**src/rtl/mc_pkg.sv**
```systemverilog
// Shared encodings for the multicycle control FSM: states, opcodes, ALU selects
// and the bundled control-strobe word. Honours MC_ILLEGAL_TRAP_EN (adds illegal flag).
package mc_pkg;

  localparam int unsigned OP_W_DEF = 4;
  localparam int unsigned ST_W_DEF = 4;

  typedef enum logic [3:0] {
    FETCH    = 4'd0,
    DECODE   = 4'd1,
    EXEC_R   = 4'd2,
    WB_R     = 4'd3,
    EXEC_I   = 4'd4,
    WB_I     = 4'd5,
    MEM_ADDR = 4'd6,
    MEM_RD   = 4'd7,
    WB_MEM   = 4'd8,
    MEM_WR   = 4'd9,
    BRANCH   = 4'd10,
    HALT     = 4'd11
  } state_e;

  localparam logic [3:0] OP_ADD  = 4'b0000;
  localparam logic [3:0] OP_SUB  = 4'b0001;
  localparam logic [3:0] OP_AND  = 4'b0010;
  localparam logic [3:0] OP_OR   = 4'b0011;
  localparam logic [3:0] OP_ADDI = 4'b0100;
  localparam logic [3:0] OP_LW   = 4'b0101;
  localparam logic [3:0] OP_SW   = 4'b0110;
  localparam logic [3:0] OP_SLT  = 4'b0111;
  localparam logic [3:0] OP_BEQ  = 4'b1000;

  typedef enum logic [1:0] {
    SRCB_REG     = 2'b00,
    SRCB_TWO     = 2'b01,
    SRCB_IMM     = 2'b10,
    SRCB_IMM_SH1 = 2'b11
  } alu_src_b_e;

  typedef enum logic [1:0] {
    ALUOP_ADD   = 2'b00,
    ALUOP_SUB   = 2'b01,
    ALUOP_FUNCT = 2'b10,
    ALUOP_RSVD  = 2'b11
  } alu_op_e;

  typedef enum logic [2:0] {
    CLS_R,
    CLS_I,
    CLS_MEM,
    CLS_BR,
    CLS_ILL
  } op_class_e;

  typedef struct packed {
    logic       mem_req;
    logic       mem_we;
    logic       iord;
    logic       ir_write;
    logic       pc_write;
    logic       pc_write_cond;
    logic       pc_source;
    logic       alu_src_a;
    alu_src_b_e alu_src_b;
    alu_op_e    alu_op;
    logic       reg_write;
    logic       reg_dst;
    logic       mem_to_reg;
    logic       instr_done;
`ifdef MC_ILLEGAL_TRAP_EN
    logic       illegal;
`endif
  } ctrl_t;

  function automatic op_class_e classify(input logic [3:0] op);
    case (op)
      OP_ADD, OP_SUB, OP_AND, OP_OR, OP_SLT: classify = CLS_R;
      OP_ADDI:                               classify = CLS_I;
      OP_LW, OP_SW:                          classify = CLS_MEM;
      OP_BEQ:                                classify = CLS_BR;
      default:                               classify = CLS_ILL;
    endcase
  endfunction

endpackage

```
**src/rtl/multicycle_control_if.sv**
```systemverilog
// Shared instruction/data memory port: request, write strobe, address select
// and the ready handshake returned by memory.
interface multicycle_control_if;
  logic mem_req;
  logic mem_we;
  logic iord;
  logic mem_ready;

  modport master (
    output mem_req,
    output mem_we,
    output iord,
    input  mem_ready
  );

  modport slave (
    input  mem_req,
    input  mem_we,
    input  iord,
    output mem_ready
  );
endinterface

```
**src/rtl/mc_output_decode.sv**
```systemverilog
// Moore strobe decode from current state; mem_ready only gates the completion
// strobes of FETCH and MEM_WR. Honours MC_ILLEGAL_TRAP_EN.
module mc_output_decode
  import mc_pkg::*;
(
  input  state_e     state,
  input  logic       mem_ready,
  input  logic [3:0] op,
  output ctrl_t      ctrl
);

`ifdef MC_ILLEGAL_TRAP_EN
  logic unused_op;
  assign unused_op = ^op;
`endif

  always_comb begin
    ctrl = '0;
    case (state)
      FETCH: begin
        ctrl.mem_req   = 1'b1;
        ctrl.alu_src_b = SRCB_TWO;
        ctrl.alu_op    = ALUOP_ADD;
        ctrl.ir_write  = mem_ready;
        ctrl.pc_write  = mem_ready;
      end
      DECODE: begin
        // ALUOut captures the branch target speculatively
        ctrl.alu_src_b = SRCB_IMM_SH1;
        ctrl.alu_op    = ALUOP_ADD;
`ifndef MC_ILLEGAL_TRAP_EN
        ctrl.instr_done = (classify(op) == CLS_ILL);
`endif
      end
      EXEC_R: begin
        ctrl.alu_src_a = 1'b1;
        ctrl.alu_src_b = SRCB_REG;
        ctrl.alu_op    = ALUOP_FUNCT;
      end
      WB_R: begin
        ctrl.reg_write  = 1'b1;
        ctrl.reg_dst    = 1'b1;
        ctrl.instr_done = 1'b1;
      end
      EXEC_I, MEM_ADDR: begin
        ctrl.alu_src_a = 1'b1;
        ctrl.alu_src_b = SRCB_IMM;
        ctrl.alu_op    = ALUOP_ADD;
      end
      WB_I: begin
        ctrl.reg_write  = 1'b1;
        ctrl.instr_done = 1'b1;
      end
      MEM_RD: begin
        ctrl.mem_req = 1'b1;
        ctrl.iord    = 1'b1;
      end
      WB_MEM: begin
        ctrl.reg_write  = 1'b1;
        ctrl.mem_to_reg = 1'b1;
        ctrl.instr_done = 1'b1;
      end
      MEM_WR: begin
        ctrl.mem_req    = 1'b1;
        ctrl.mem_we     = 1'b1;
        ctrl.iord       = 1'b1;
        ctrl.instr_done = mem_ready;
      end
      BRANCH: begin
        ctrl.alu_src_a     = 1'b1;
        ctrl.alu_src_b     = SRCB_REG;
        ctrl.alu_op        = ALUOP_SUB;
        ctrl.pc_write_cond = 1'b1;
        ctrl.pc_source     = 1'b1;
        ctrl.instr_done    = 1'b1;
      end
`ifdef MC_ILLEGAL_TRAP_EN
      HALT: ctrl.illegal = 1'b1;
`endif
      default: ctrl = '0;
    endcase
  end

endmodule

```
**src/rtl/multicycle_control.sv**
```systemverilog
// Multi-cycle control FSM for the 16-bit MIPS-subset datapath: state register,
// next-state logic and reset gating of the decoded strobes. Honours MC_ILLEGAL_TRAP_EN.
module multicycle_control
  import mc_pkg::*;
#(
  parameter int unsigned OP_W = OP_W_DEF,
  parameter int unsigned ST_W = ST_W_DEF
) (
  input  logic                clock,
  input  logic                reset,
  input  logic [OP_W-1:0]     op,
  input  logic                zero,
  multicycle_control_if.master mem,
  output logic                ir_write,
  output logic                pc_write,
  output logic                pc_write_cond,
  output logic                pc_source,
  output logic                alu_src_a,
  output logic [1:0]          alu_src_b,
  output logic [1:0]          alu_op,
  output logic                reg_write,
  output logic                reg_dst,
  output logic                mem_to_reg,
  output logic                instr_done,
  output logic [ST_W-1:0]     state
`ifdef MC_ILLEGAL_TRAP_EN
  ,
  output logic                illegal
`endif
);

  state_e     state_q;
  state_e     state_d;
  logic [3:0] opc;
  ctrl_t      dec;
  ctrl_t      ctrl;

  assign opc = 4'(op);

  // zero is consumed by the datapath through pc_write_cond, not by the sequencer
  logic unused_zero;
  assign unused_zero = zero;

  always_ff @(posedge clock) begin
    if (reset) state_q <= FETCH;
    else       state_q <= state_d;
  end

  always_comb begin
    state_d = FETCH;
    case (state_q)
      FETCH:    state_d = mem.mem_ready ? DECODE : FETCH;
      DECODE: begin
        case (classify(opc))
          CLS_R:   state_d = EXEC_R;
          CLS_I:   state_d = EXEC_I;
          CLS_MEM: state_d = MEM_ADDR;
          CLS_BR:  state_d = BRANCH;
`ifdef MC_ILLEGAL_TRAP_EN
          default: state_d = HALT;
`else
          default: state_d = FETCH;
`endif
        endcase
      end
      EXEC_R:   state_d = WB_R;
      WB_R:     state_d = FETCH;
      EXEC_I:   state_d = WB_I;
      WB_I:     state_d = FETCH;
      MEM_ADDR: state_d = (opc == OP_SW) ? MEM_WR : MEM_RD;
      MEM_RD:   state_d = mem.mem_ready ? WB_MEM : MEM_RD;
      WB_MEM:   state_d = FETCH;
      MEM_WR:   state_d = mem.mem_ready ? FETCH : MEM_WR;
      BRANCH:   state_d = FETCH;
`ifdef MC_ILLEGAL_TRAP_EN
      HALT:     state_d = HALT;
`endif
      default:  state_d = FETCH;
    endcase
  end

  mc_output_decode u_dec (
    .state     (state_q),
    .mem_ready (mem.mem_ready),
    .op        (opc),
    .ctrl      (dec)
  );

  // Reset is sampled synchronously, yet strobes must already be quiet in the reset cycle
  always_comb begin
    ctrl = dec;
    if (reset) ctrl = '0;
  end

  assign mem.mem_req    = ctrl.mem_req;
  assign mem.mem_we     = ctrl.mem_we;
  assign mem.iord       = ctrl.iord;
  assign ir_write       = ctrl.ir_write;
  assign pc_write       = ctrl.pc_write;
  assign pc_write_cond  = ctrl.pc_write_cond;
  assign pc_source      = ctrl.pc_source;
  assign alu_src_a      = ctrl.alu_src_a;
  assign alu_src_b      = ctrl.alu_src_b;
  assign alu_op         = ctrl.alu_op;
  assign reg_write      = ctrl.reg_write;
  assign reg_dst        = ctrl.reg_dst;
  assign mem_to_reg     = ctrl.mem_to_reg;
  assign instr_done     = ctrl.instr_done;
  assign state          = reset ? '0 : ST_W'(state_q);
`ifdef MC_ILLEGAL_TRAP_EN
  assign illegal        = ctrl.illegal;
`endif

endmodule

```
**src/flat_wrapper.sv**
```systemverilog
// flat-port wrapper written by rule: the top's interface ports become plain ports
module multicycle_control_flat import mc_pkg::*;
#(
  parameter int unsigned OP_W = OP_W_DEF,
  parameter int unsigned ST_W = ST_W_DEF
)
  (clock, reset, op, zero, ir_write, pc_write, pc_write_cond, pc_source, alu_src_a, alu_src_b, alu_op, reg_write, reg_dst, mem_to_reg, instr_done, state, mem_mem_req, mem_mem_we, mem_iord, mem_mem_ready);
  multicycle_control_if mem_i ();
  input  logic clock;
  input  logic reset;
  input  logic [OP_W-1:0] op;
  input  logic zero;
  output logic ir_write;
  output logic pc_write;
  output logic pc_write_cond;
  output logic pc_source;
  output logic alu_src_a;
  output logic [1:0] alu_src_b;
  output logic [1:0] alu_op;
  output logic reg_write;
  output logic reg_dst;
  output logic mem_to_reg;
  output logic instr_done;
  output logic [ST_W-1:0] state;
  output wire logic [$bits(mem_i.mem_req)-1:0] mem_mem_req;
  output wire logic [$bits(mem_i.mem_we)-1:0] mem_mem_we;
  output wire logic [$bits(mem_i.iord)-1:0] mem_iord;
  input wire logic [$bits(mem_i.mem_ready)-1:0] mem_mem_ready;
  assign mem_mem_req = mem_i.mem_req;
  assign mem_mem_we = mem_i.mem_we;
  assign mem_iord = mem_i.iord;
  assign mem_i.mem_ready = mem_mem_ready;
  multicycle_control #(.OP_W(OP_W), .ST_W(ST_W)) u_core (.clock(clock), .reset(reset), .op(op), .zero(zero), .mem(mem_i), .ir_write(ir_write), .pc_write(pc_write), .pc_write_cond(pc_write_cond), .pc_source(pc_source), .alu_src_a(alu_src_a), .alu_src_b(alu_src_b), .alu_op(alu_op), .reg_write(reg_write), .reg_dst(reg_dst), .mem_to_reg(mem_to_reg), .instr_done(instr_done), .state(state));
endmodule
```
**config.mk**
```make
export PLATFORM = sky130hd
export DESIGN_NAME = multicycle_control_flat
export DESIGN_NICKNAME = d
export VERILOG_FILES = /design/src/rtl/mc_pkg.sv /design/src/rtl/multicycle_control_if.sv /design/src/rtl/mc_output_decode.sv /design/src/rtl/multicycle_control.sv /design/src/flat_wrapper.sv
export SDC_FILE = /design/constraint.sdc
export NUM_CORES = 1
export LEC_CHECK = 0
export BUFFER_PORTS_ARGS = -buffer_cell sky130_fd_sc_hd__buf_2
export CAP_MARGIN = 25
export CORE_MARGIN = 5
export CORE_UTILIZATION = 45
export DETAILED_ROUTE_END_ITERATION = 16
export PLACE_DENSITY = 0.78
export SLEW_MARGIN = 20
export SYNTH_ARGS = -nofsm -noshare
export SYNTH_HDL_FRONTEND = slang
export SYNTH_SLANG_ARGS = --single-unit
```
**constraint.sdc**
```tcl
create_clock -name clock -period 1.3 [get_ports clock]
set_input_delay 0.065 -clock clock [delete_from_list [all_inputs] [get_ports clock]]
set_output_delay 0.065 -clock clock [all_outputs]
set_load 0.02 [all_outputs]
```
==> results of run 1 <==
-- repair_timing --
action,4_1_cts,5_1_grt
cloned,0,0
buffers inserted,4,4
pin swaps,6,12
endpoints found under the setup margin,20,19
resized for setup,36,17
hold buffers,0,0
-- per-layer routing --
metal  global-route usage  part of all wire
met1                0.299              0.37
met2                0.485              0.48
met3               0.0460             0.082
met4               0.0829             0.071
met5                    0                 0
-- kinds of logic (layout without fill, tap and decap cells) --
group	count (synthesis)	after routing
adders and majority gates	2	2
and+or+nand+nor	43	43
muxes	1	1
buffers and inverters	15	56
xor gates and xnor gates	2	2
AOI/OAI and AO/OA	20	20
DFF	4	4
-- cell type report --
| cell class | instances | area share |
|---|---|---|
| multi-input cells | 68 | 0.514 |
| repair buffers | 50 | 0.350 |
| flip-flops and latches | 4 | 0.0861 |
| clock buffers | 3 | 0.0204 |
| well taps | 15 | 0.0170 |
| inverters | 3 | 0.0125 |
-- how the worst min path moves through the flow --
stage                                         endpoint  slack (ps)
after detailed placement  u_core.state_q[0]$_SDFF_PP0_         470
final                     u_core.state_q[0]$_SDFF_PP0_         240
after global routing      u_core.state_q[0]$_SDFF_PP0_         270
after CTS                 u_core.state_q[0]$_SDFF_PP0_         220
after global placement    u_core.state_q[0]$_SDFF_PP0_         440
after floorplan           u_core.state_q[0]$_SDFF_PP0_         260
-- power by group through the flow --
stage	Combinational [W]	Sequential, W	Clock [W]
finish	0.000293	0.000137	0.000162
global route	0.000309	0.000137	0.000175
CTS	0.000251	0.000135	0.000151
detailed placement	0.000212	0.000142	0
global placement	0.000205	0.000142	0
floorplan	0.000155	0.000132	0
-- per-stage QoR --
stage | util | power, W | hold WS (ps) | instance area, um2 | setup slack [ps]
2_1_floorplan | - | 0.000286 | 262 | 649 | -70.9
3_3_place_gp | 0.645 | 0.000347 | 442 | 840 | -44.2
6_report | 0.849 | 0.000592 | 243 | 1100 | -184
5_1_grt | 0.849 | 0.000621 | 270 | 1100 | -226
3_5_place_dp | 0.645 | 0.000354 | 471 | 840 | -67.3
4_1_cts | 0.769 | 0.000537 | 220 | 1000 | -120
-- cells in the final DEF (no fill, tap or decap), types with 2 or more instances in the layout --
| master | synthesis | routed |
|---|---|---|
| nor3_2 | 0 | 2 |
| clkbuf_4 | 0 | 3 |
| dfxtp_4 | 0 | 4 |
| nor2_2 | 0 | 2 |
| nand2_1 | 5 | 4 |
| buf_2 | 3 | 15 |
| nand2b_1 | 5 | 3 |
| nor2b_1 | 5 | 5 |
| o21ai_0 | 2 | 2 |
| nor4_2 | 0 | 2 |
| buf_6 | 2 | 13 |
| buf_4 | 4 | 22 |
| nor2_1 | 7 | 4 |
| nand2b_4 | 0 | 2 |
| nor3_1 | 7 | 4 |
| nand3_1 | 2 | 2 |
| a21oi_1 | 4 | 2 |
| ha_1 | 2 | 2 |
| inv_1 | 2 | 2 |
| a21oi_2 | 2 | 4 |
-- worst max-delay path, stage by stage, from the launching register on --
cell	delay (ps)
dfxtp_4	380
buf_6	150
nor3_4	190
a21oi_2	60
nor3_1	200
buf_2	200
==> flow_summary.toml, run 1 <==
[place]
dp_hpwl_um = 1370
port_buffers = 26
place_inst = 132
gp_congestion = 0.818

[timing]
fin_ws_ps = -184
tightest_slew_ps = 376
maxSlewHeadroom = 0.749
finalClockSkew_ps = 11.2
rsz0062_at_grt = "true"
hold_viol_final = 0
setup_tns_ps = -1950
slew_violations = 0
finalSetupViolCount = 20
post-route-min-period_ps = 1480
fin_crit_sh = 1.14
fmax_ghz = 0.674

[floorplan]
die_area_mm2 = 0.00221
die_width_um = 47.0
initial_core_util = 0.473
core_area_mm2 = 0.00130
die_y_um = 47.0
rows = 13
ios = 28

[route]
vias = 910
routed_wl_um = 2930
drtPass1Iterations = 4
antenna_left = 0
drt_iter0_markers = 33
vias_per_cell = 6.36
drcViolationCount = 0
routedWlPerCell_um = 20.5

[cts]
cts_buffers = 3
cts-root-buf = "clkbuf_4"
clock-sinks = 4
cts_tree = "yes"
clock_latency_ps = 240
cts.clk_slew.worst_paths_ps = 50
htreeDepth = 1
clk_path_buf_depth = 2

[setup_path]
critPathRequiredTime_ps = 1240
cp_max_fo = 7
critPathKind = "flop to output pin"
ff2ff_setup_slack_ps = -100
cp.arrival_ps = 1420
reg2reg_to = "u_core.state_q[2]$_SDFF_PP0_"
cp-endpoint = "alu_src_b[1]"
cp-start-kind = "flop"
reg2reg_from = "u_core.state_q[2]$_SDFF_PP0_"
end_kind = "output pin"
r2r_cells = 5
timing.critical_path.from = "u_core.state_q[2]$_SDFF_PP0_"

[run_status]
status = "finished with violations"
violations = "setup timing"

[hold_path]
worstHoldStart = "reset"
hp-class = "input port to flop"
hold_depth = 2

[layout]
seq_area_um2 = 95.1
nets = 140
fin_cells = 143
largestRegisters = "u_core.state_q (4)"
drive_above_1_share = 0.641
largest_reg_flops = 4
fillers = 62
syn_to_final_growth_pct = 79.5
multi_input_area_um2 = 568
n_antenna_cell = 0
top_register = "u_core.state_q"

[yosys]
syn_area_um2 = 616
synth_top_family_by_area = "simple AND/OR/NAND/NOR gates"
synth_top_area_share = 0.130
avgSynthCellArea_um2 = 7.08
ys_async_sr_fraction = 0
synth-compound-area-share = 0.234
synth-seq-cells = 4
ys_seq_area_frac = 0.130
synth_xor_xnor_area_share = 0.0285
synth_fa_ha_area_frac = 0.0407
yosys_warnings = 0
synth_common_cells = "nor2_1 (7), nor3_1 (7), nand2_1 (5), nand2b_1 (5), nor2b_1 (5)"
syn_inst = 87
synth_ff_type = "dfxtp_1"
synth_edf_count = 0
synth_area_leader_cell = "dfxtp_1"
yosys-mux-area-fraction = 0.0163
synth_simple_gate_area_frac = 0.404
ys_types = 40
yosys-top-cells-area = "dfxtp_1 (13%), nor3_1 (5.7%), nand2b_1 (5.1%)"
syn_nets = 97

[pwr]
switchingPower_w = 0.000233
powerDensity_mw_per_mm2 = 536
leakagePower_nw = 0.498
pwr-share-comb = 0.495
peakVddDrop_v = 0.000351
switching_share = 0.393
intPower_w = 0.000359
clockPowerShare = 0.274
p_seq_frac = 0.231

[flow_run]
max_cap_violations = 0

[global_routing]
grt_max_degree = 19
grt_pass1_wl_um = 4110
grt_overflow = 0
antenna_found_initial = 0
grt_pass1_vias = 868
grt_use_total = 0.262
No activity file was read; power rests on OpenSTA's default activity.
==> run 2, diff against run 1 <==
--- a/config.mk
+++ b/config.mk
@@ -5,12 +5,12 @@
 export SDC_FILE = /design/constraint.sdc
 export NUM_CORES = 1
 export LEC_CHECK = 0
-export BUFFER_PORTS_ARGS = -buffer_cell sky130_fd_sc_hd__buf_2
 export CAP_MARGIN = 25
-export CORE_MARGIN = 5
-export CORE_UTILIZATION = 45
+export CORE_AREA = 5 5 42 44
 export DETAILED_ROUTE_END_ITERATION = 16
-export PLACE_DENSITY = 0.78
+export DIE_AREA = 0 0 47 49
+export DONT_BUFFER_PORTS = 1
+export PLACE_DENSITY = 0.62
 export SLEW_MARGIN = 20
 export SYNTH_ARGS = -nofsm -noshare
 export SYNTH_HDL_FRONTEND = slang
==> run 2 against run 1 <==
  * The flow still finishes with violations (setup timing)
  * Final area increased by 1.5%
  * Highest routed layer unchanged
  * Via count down 14%
  * Clock power down 4%
  * Global-route usage is 6.5 points lower
  * Largest cell class unchanged
  * Maximum frequency grew 3.8%
  * Largest power group unchanged
  * Clock skew shrank 9.2 ps
  * Worst hold slack got worse by 220 ps
  * Power fell by 2.6%
  * Setup slack better by 54 ps
  * Final cell count decreased by 5.6%
==> flow_summary.toml, run 2 (synthesis gave the netlist of run 1 again) <==
[setup_path]
cpPeakStageDelay_ps = 380
cp.arrival_ps = 1370
critPathKind = "flop to output pin"
worst_path_max_delay_cell = "dfxtp_4"
critPathRequiredTime_ps = 1240
ff2ff_setup_slack_ps = -40
path_cells = "and3b_1 -> o21bai_4 -> a22oi_2 -> nor2_1 -> buf_4"
cp_max_fo = 7
path_buf_inv = 1
timing.critical_path.from = "u_core.state_q[3]$_SDFF_PP0_"
end_kind = "output pin"
cp-start-kind = "flop"
reg2reg_to = "u_core.state_q[2]$_SDFF_PP0_"
r2r_cells = 5
reg2reg_from = "u_core.state_q[2]$_SDFF_PP0_"
crit_family = "flip-flops"
crit_cells = 5
cp-endpoint = "mem_mem_req"

[timing]
hold_viol_final = 0
fin_crit_sh = 1.10
slew_violations = 0
post-route-min-period_ps = 1430
maxSlewHeadroom = 0.802
fmax_ghz = 0.699
fin_ws_ps = -130
finalClockSkew_ps = 2.01
setup_tns_ps = -1040
rsz0062_at_grt = "true"
finalSetupViolCount = 15
tightest_slew_ps = 294
hold_ws_ps = 25.2

[pwr]
powerDensity_mw_per_mm2 = 515
peakVddDrop_v = 0.000311
fin_total_pwr_w = 0.000577
leakagePower_nw = 0.478

[floorplan]
ios = 28
initial_core_util = 0.439
die_area_mm2 = 0.00230
die_y_um = 49
rows = 14
die_width_um = 47
core_area_mm2 = 0.00140

[route]
routed_wl_um = 2280
drt_iter0_markers = 25
routedWlPerCell_um = 16.9
antenna_left = 0
drcViolationCount = 0
vias_per_cell = 5.78
vias = 780
drtPass1Iterations = 5

[layout]
final_area_mm2 = 0.00112
largest_reg_flops = 4
final_common_cell = "buf_4"
layout_common_cells = "buf_4 (30), buf_6 (8)"
nets = 131
largestRegisters = "u_core.state_q (4)"
seq_area_um2 = 95.1
syn_to_final_growth_pct = 82.1
fillers = 87
drive_above_1_share = 0.613
n_antenna_cell = 0
multi_input_area_um2 = 604
top_register = "u_core.state_q"

[global_routing]
grt_use_total = 0.196
grt_pass1_vias = 741
grt_pass1_wl_um = 3390
antenna_found_initial = 0
grt_overflow = 0
grt_max_degree = 19

[cts]
cts_tree = "yes"
cts_buffers = 3
cts-root-buf = "clkbuf_4"
htreeDepth = 1
cts.clk_slew.worst_paths_ps = 40
clock_latency_ps = 230
clock-sinks = 4
clk_path_buf_depth = 2

[run_status]
violations = "setup timing"
status = "finished with violations"

[place]
gp_congestion = 0.823
place_ws_ps = -93.4
dp_hpwl_um = 1300
place_area_um2 = 833
port_buffers = 0

[flow_run]
max_cap_violations = 0

[hold_path]
hold_depth = 2
hp-class = "input port to flop"
==> run 2: how the worst min path moves through the flow <==
stage | endpoint | from
2_1_floorplan | u_core.state_q[0]$_SDFF_PP0_ | mem_mem_ready
3_3_place_gp | u_core.state_q[0]$_SDFF_PP0_ | reset
3_5_place_dp | u_core.state_q[0]$_SDFF_PP0_ | reset
4_1_cts | u_core.state_q[0]$_SDFF_PP0_ | mem_mem_ready
5_1_grt | u_core.state_q[3]$_SDFF_PP0_ | reset
6_report | u_core.state_q[2]$_SDFF_PP0_ | reset
==> run 2: routing by layer <==
layer	track usage	vias up	wire length, um
met5	0	-	0
met4	0.115	0	21
met3	0.0443	4	170
met2	0.303	34	1210
met1	0.237	366	880
li1	-	376	-
==> run 2: stage by stage <==
step,cells,utilization
2_1_floorplan,87,-
3_3_place_gp,120,0.595
3_5_place_dp,120,0.595
4_1_cts,133,0.727
5_1_grt,135,0.800
6_report,135,0.800
==> run 2: area by class of cell <==
cell class | instances | area share
tap | 16 | 0.0179
sequential | 4 | 0.0848
inverter | 3 | 0.0123
timing repair buffer | 41 | 0.326
clock buffer | 3 | 0.0201
multi-input combinational | 68 | 0.539
==> run 2: timing repair <==
item,in CTS,in global routing
buffers inserted,9,3
setup endpoints to repair,20,19
hold buffers,1,0
gates resized for setup,25,18
pin swaps,7,5
hold endpoints to repair,1,0
==> run 2: power by group <==
part	switching [W]	total (W)	internal, W
clock	0.0000514	0.000155	0.000103
sequential	0.0000122	0.000137	0.000125
combinational	0.000138	0.000286	0.000148
total	0.000201	0.000577	0.000376
==> run 3, diff against run 2 <==
--- a/config.mk
+++ b/config.mk
@@ -6,11 +6,13 @@
 export NUM_CORES = 1
 export LEC_CHECK = 0
 export CAP_MARGIN = 25
-export CORE_AREA = 5 5 42 44
+export CELL_PAD_IN_SITES_DETAIL_PLACEMENT = 1
+export CELL_PAD_IN_SITES_GLOBAL_PLACEMENT = 1
+export CORE_MARGIN = 5
+export CORE_UTILIZATION = 40
 export DETAILED_ROUTE_END_ITERATION = 16
-export DIE_AREA = 0 0 47 49
 export DONT_BUFFER_PORTS = 1
-export PLACE_DENSITY = 0.62
+export PLACE_DENSITY = 0.77
 export SLEW_MARGIN = 20
 export SYNTH_ARGS = -nofsm -noshare
 export SYNTH_HDL_FRONTEND = slang
==> run 3 against run 2 <==
  * The run now fails in global routing
  * Synthesized cell count unchanged
  * Synthesized area unchanged
==> flow_summary.toml, run 3 <==
[floorplan]
die_width_um = 49.2
die_y_um = 49.2
initial_core_util = 0.413
rows = 14
ios = 28

[yosys]
yosys-top-cells-area = "dfxtp_1 (13%), nor3_1 (5.7%), nand2b_1 (5.1%)"
yosys-mux-area-fraction = 0.0163
synth_fa_ha_area_frac = 0.0407
ys_types = 40
ys_async_sr_fraction = 0
synth_top_area_share = 0.130
avgSynthCellArea_um2 = 7.08
syn_area_um2 = 616
yosys_warnings = 0
synth_common_cells = "nor2_1 (7), nor3_1 (7), nand2_1 (5), nand2b_1 (5), nor2b_1 (5)"
synth_xor_xnor_area_share = 0.0285
synth-compound-area-share = 0.234
synth_area_leader_cell = "dfxtp_1"
synth_ff_type = "dfxtp_1"
syn_inst = 87
syn_nets = 97
synth_edf_count = 0
synth_top_family_by_area = "simple AND/OR/NAND/NOR gates"
synth-seq-cells = 4
ys_seq_area_frac = 0.130
synth_simple_gate_area_frac = 0.404

[place]
place_inst = 122
dp_hpwl_um = 1550
gp_congestion = 0.770
port_buffers = 0

[global_routing]
grt_max_degree = 19
antenna_found_initial = 0

[cts]
cts_buffers = 3
htreeDepth = 1
clk_path_buf_depth = 2
cts-root-buf = "clkbuf_4"
clock-sinks = 4

[timing]
worst-ep-kind = "primary output"
crit_endpoint = "mem_mem_req"

[run_status]
status = "aborted with a tool error"
stop_stage = "global routing"
error = "[ERROR DPL-0033] detailed placement checks failed during check placement."
==> run 3: logic make-up after synthesis <==
group,after synthesis
flops,4
compound gates,20
simple gates,43
mux,1
fa+ha+maj,2
xor+xnor,2
buf+inv,15
==> run 3: through the flow <==
| step | util | area, um2 | worst slack [ps] | hold WS [ps] | TNS [ps] |
|---|---|---|---|---|---|
| after global placement | 0.561 | 836 | -14.2 | 132 | -22.1 |
| after detailed placement | 0.561 | 836 | -100 | 132 | -343 |
| after CTS | 0.661 | 985 | -148 | 24.5 | -1360 |
| after floorplan | - | 649 | -70.9 | 262 | -106 |
==> run 3: what timing repair did <==
action	CTS
gates resized for setup	24
setup endpoints to repair	21
endpoints found under the hold margin	1
buffers inserted	4
pin swaps	5
hold buffers	1
==> run 4, diff against run 3 <==
--- a/config.mk
+++ b/config.mk
@@ -6,13 +6,11 @@
 export NUM_CORES = 1
 export LEC_CHECK = 0
 export CAP_MARGIN = 25
-export CELL_PAD_IN_SITES_DETAIL_PLACEMENT = 1
-export CELL_PAD_IN_SITES_GLOBAL_PLACEMENT = 1
-export CORE_MARGIN = 5
-export CORE_UTILIZATION = 40
+export CORE_AREA = 5 5 66 68
 export DETAILED_ROUTE_END_ITERATION = 16
+export DIE_AREA = 0 0 71 73
 export DONT_BUFFER_PORTS = 1
-export PLACE_DENSITY = 0.77
+export PLACE_DENSITY_LB_ADDON = 0.15
 export SLEW_MARGIN = 20
 export SYNTH_ARGS = -nofsm -noshare
 export SYNTH_HDL_FRONTEND = slang
==> run 4 against run 3 <==
  * The flow now finishes, with violations (setup timing)
==> flow_summary.toml, run 4 (synthesis gave the netlist of run 1 again) <==
[run_status]
status = "finished with violations"
violations = "setup timing"

[global_routing]
grt_overflow = 0
antenna_found_initial = 0
grt_use_total = 0.0853
grt_max_degree = 19
grt_pass1_vias = 720
grt_pass1_wl_um = 3510

[route]
antenna_left = 0
routed_wl_um = 2410
drt_iter0_markers = 42
drtPass1Iterations = 4
vias = 756
drcViolationCount = 0
routedWlPerCell_um = 14.0
vias_per_cell = 4.40

[cts]
cts.clk_slew.worst_paths_ps = 30
cts-root-buf = "clkbuf_8"
clock_latency_ps = 220
clock-sinks = 4
htreeDepth = 1
cts_tree = "yes"
cts_buffers = 3
clk_path_buf_depth = 2

[setup_path]
cp.arrival_ps = 1330
end_kind = "output pin"
cp-start-kind = "flop"
critPathRequiredTime_ps = 1240
cp_max_fo = 6
critPathKind = "flop to output pin"

[layout]
syn_to_final_growth_pct = 107
layout_common_cells = "buf_4 (28), buf_6 (11), nor2b_1 (5)"
drive_above_1_share = 0.664
top_register = "u_core.state_q"
largestRegisters = "u_core.state_q (4)"
n_antenna_cell = 0
nets = 134
final_common_cell = "buf_4"
multi_input_area_um2 = 642
seq_area_um2 = 95.1
fillers = 412
largest_reg_flops = 4

[timing]
fmax_ghz = 0.719
tightest_slew_ps = 333
hold_viol_final = 0
slew_violations = 0
hold_ws_ps = 50.1
fin_crit_sh = 1.07
post-route-min-period_ps = 1390
fin_ws_ps = -90.8
finalSetupViolCount = 16
maxSlewHeadroom = 0.778
finalClockSkew_ps = 3.95
rsz0062_at_grt = "true"

[pwr]
peakVddDrop_v = 0.000265
powerDensity_mw_per_mm2 = 549
leakagePower_nw = 0.522

[floorplan]
core_area_mm2 = 0.00380
die_area_mm2 = 0.00518
rows = 23
die_y_um = 73
ios = 28
initial_core_util = 0.162
die_width_um = 71

[place]
port_buffers = 0
gp_congestion = 0.800
place_ws_ps = -86.2
dp_hpwl_um = 1570

[flow_run]
max_cap_violations = 0

[hold_path]
hp-class = "input port to flop"
-- run 4: metal layers --
layer,track usage,up-vias,share of wire
met3,0.0386,2,0.055
met1,0.103,358,0.44
met4,0.0104,0,0.0033
met5,0,-,0
li1,-,381,-
met2,0.144,15,0.51
-- run 4: worst max-delay path: stages, from the launching register on --
cell,delay [ps]
dfxtp_4,380
and3b_1,200
o21bai_4,170
a22oi_2,150
nor2_1,60
buf_4,150
-- run 4: where the power goes --
part	internal [W]	total (W)	switching, W
logic	0.000158	0.000296	0.000138
clock network	0.000198	0.000266	0.0000683
registers	0.000125	0.000138	0.0000135
total	0.000480	0.000700	0.000220
-- run 4: what timing repair did --
item | 4_1_cts | 5_1_grt
gates resized for setup | 28 | 28
hold endpoints to repair | 1 | 0
endpoints found under the setup margin | 21 | 20
hold buffers | 1 | 0
gates cloned | 0 | 0
setup buffers | 7 | 7
pin swaps | 5 | 8
-- run 4: path summary, 6_finish.rpt --
check	start	endpoint	slack, ps	depth (start not counted)
worst max register to register	u_core.state_q[2]$_SDFF_PP0_	u_core.state_q[2]$_SDFF_PP0_	-60	5
worst min-delay path	mem_mem_ready	u_core.state_q[0]$_SDFF_PP0_	50	2
worst min register to register	u_core.state_q[0]$_SDFF_PP0_	u_core.state_q[0]$_SDFF_PP0_	720	4
worst max-delay path	u_core.state_q[3]$_SDFF_PP0_	mem_mem_req	-90	5
-- run 4: layout make-up --
type,instances,area share
Tap cell,50,0.0490
Sequential cell,4,0.0745
Inverter,3,0.0127
Multi-Input combinational cell,68,0.503
Clock buffer,3,0.0324
Timing Repair Buffer,44,0.328
-- run 4: stage by stage --
stage,total power (W),instances,util,cell area (um2),setup TNS [ps]
final,0.000700,172,0.336,1280,-870
after global routing,0.000736,172,0.336,1280,-1550
after CTS,0.000642,165,0.287,1090,-795
after detailed placement,0.000351,154,0.231,876,-382
after global placement,0.000351,154,0.231,876,-18.4
after floorplan,0.000286,87,-,649,-106
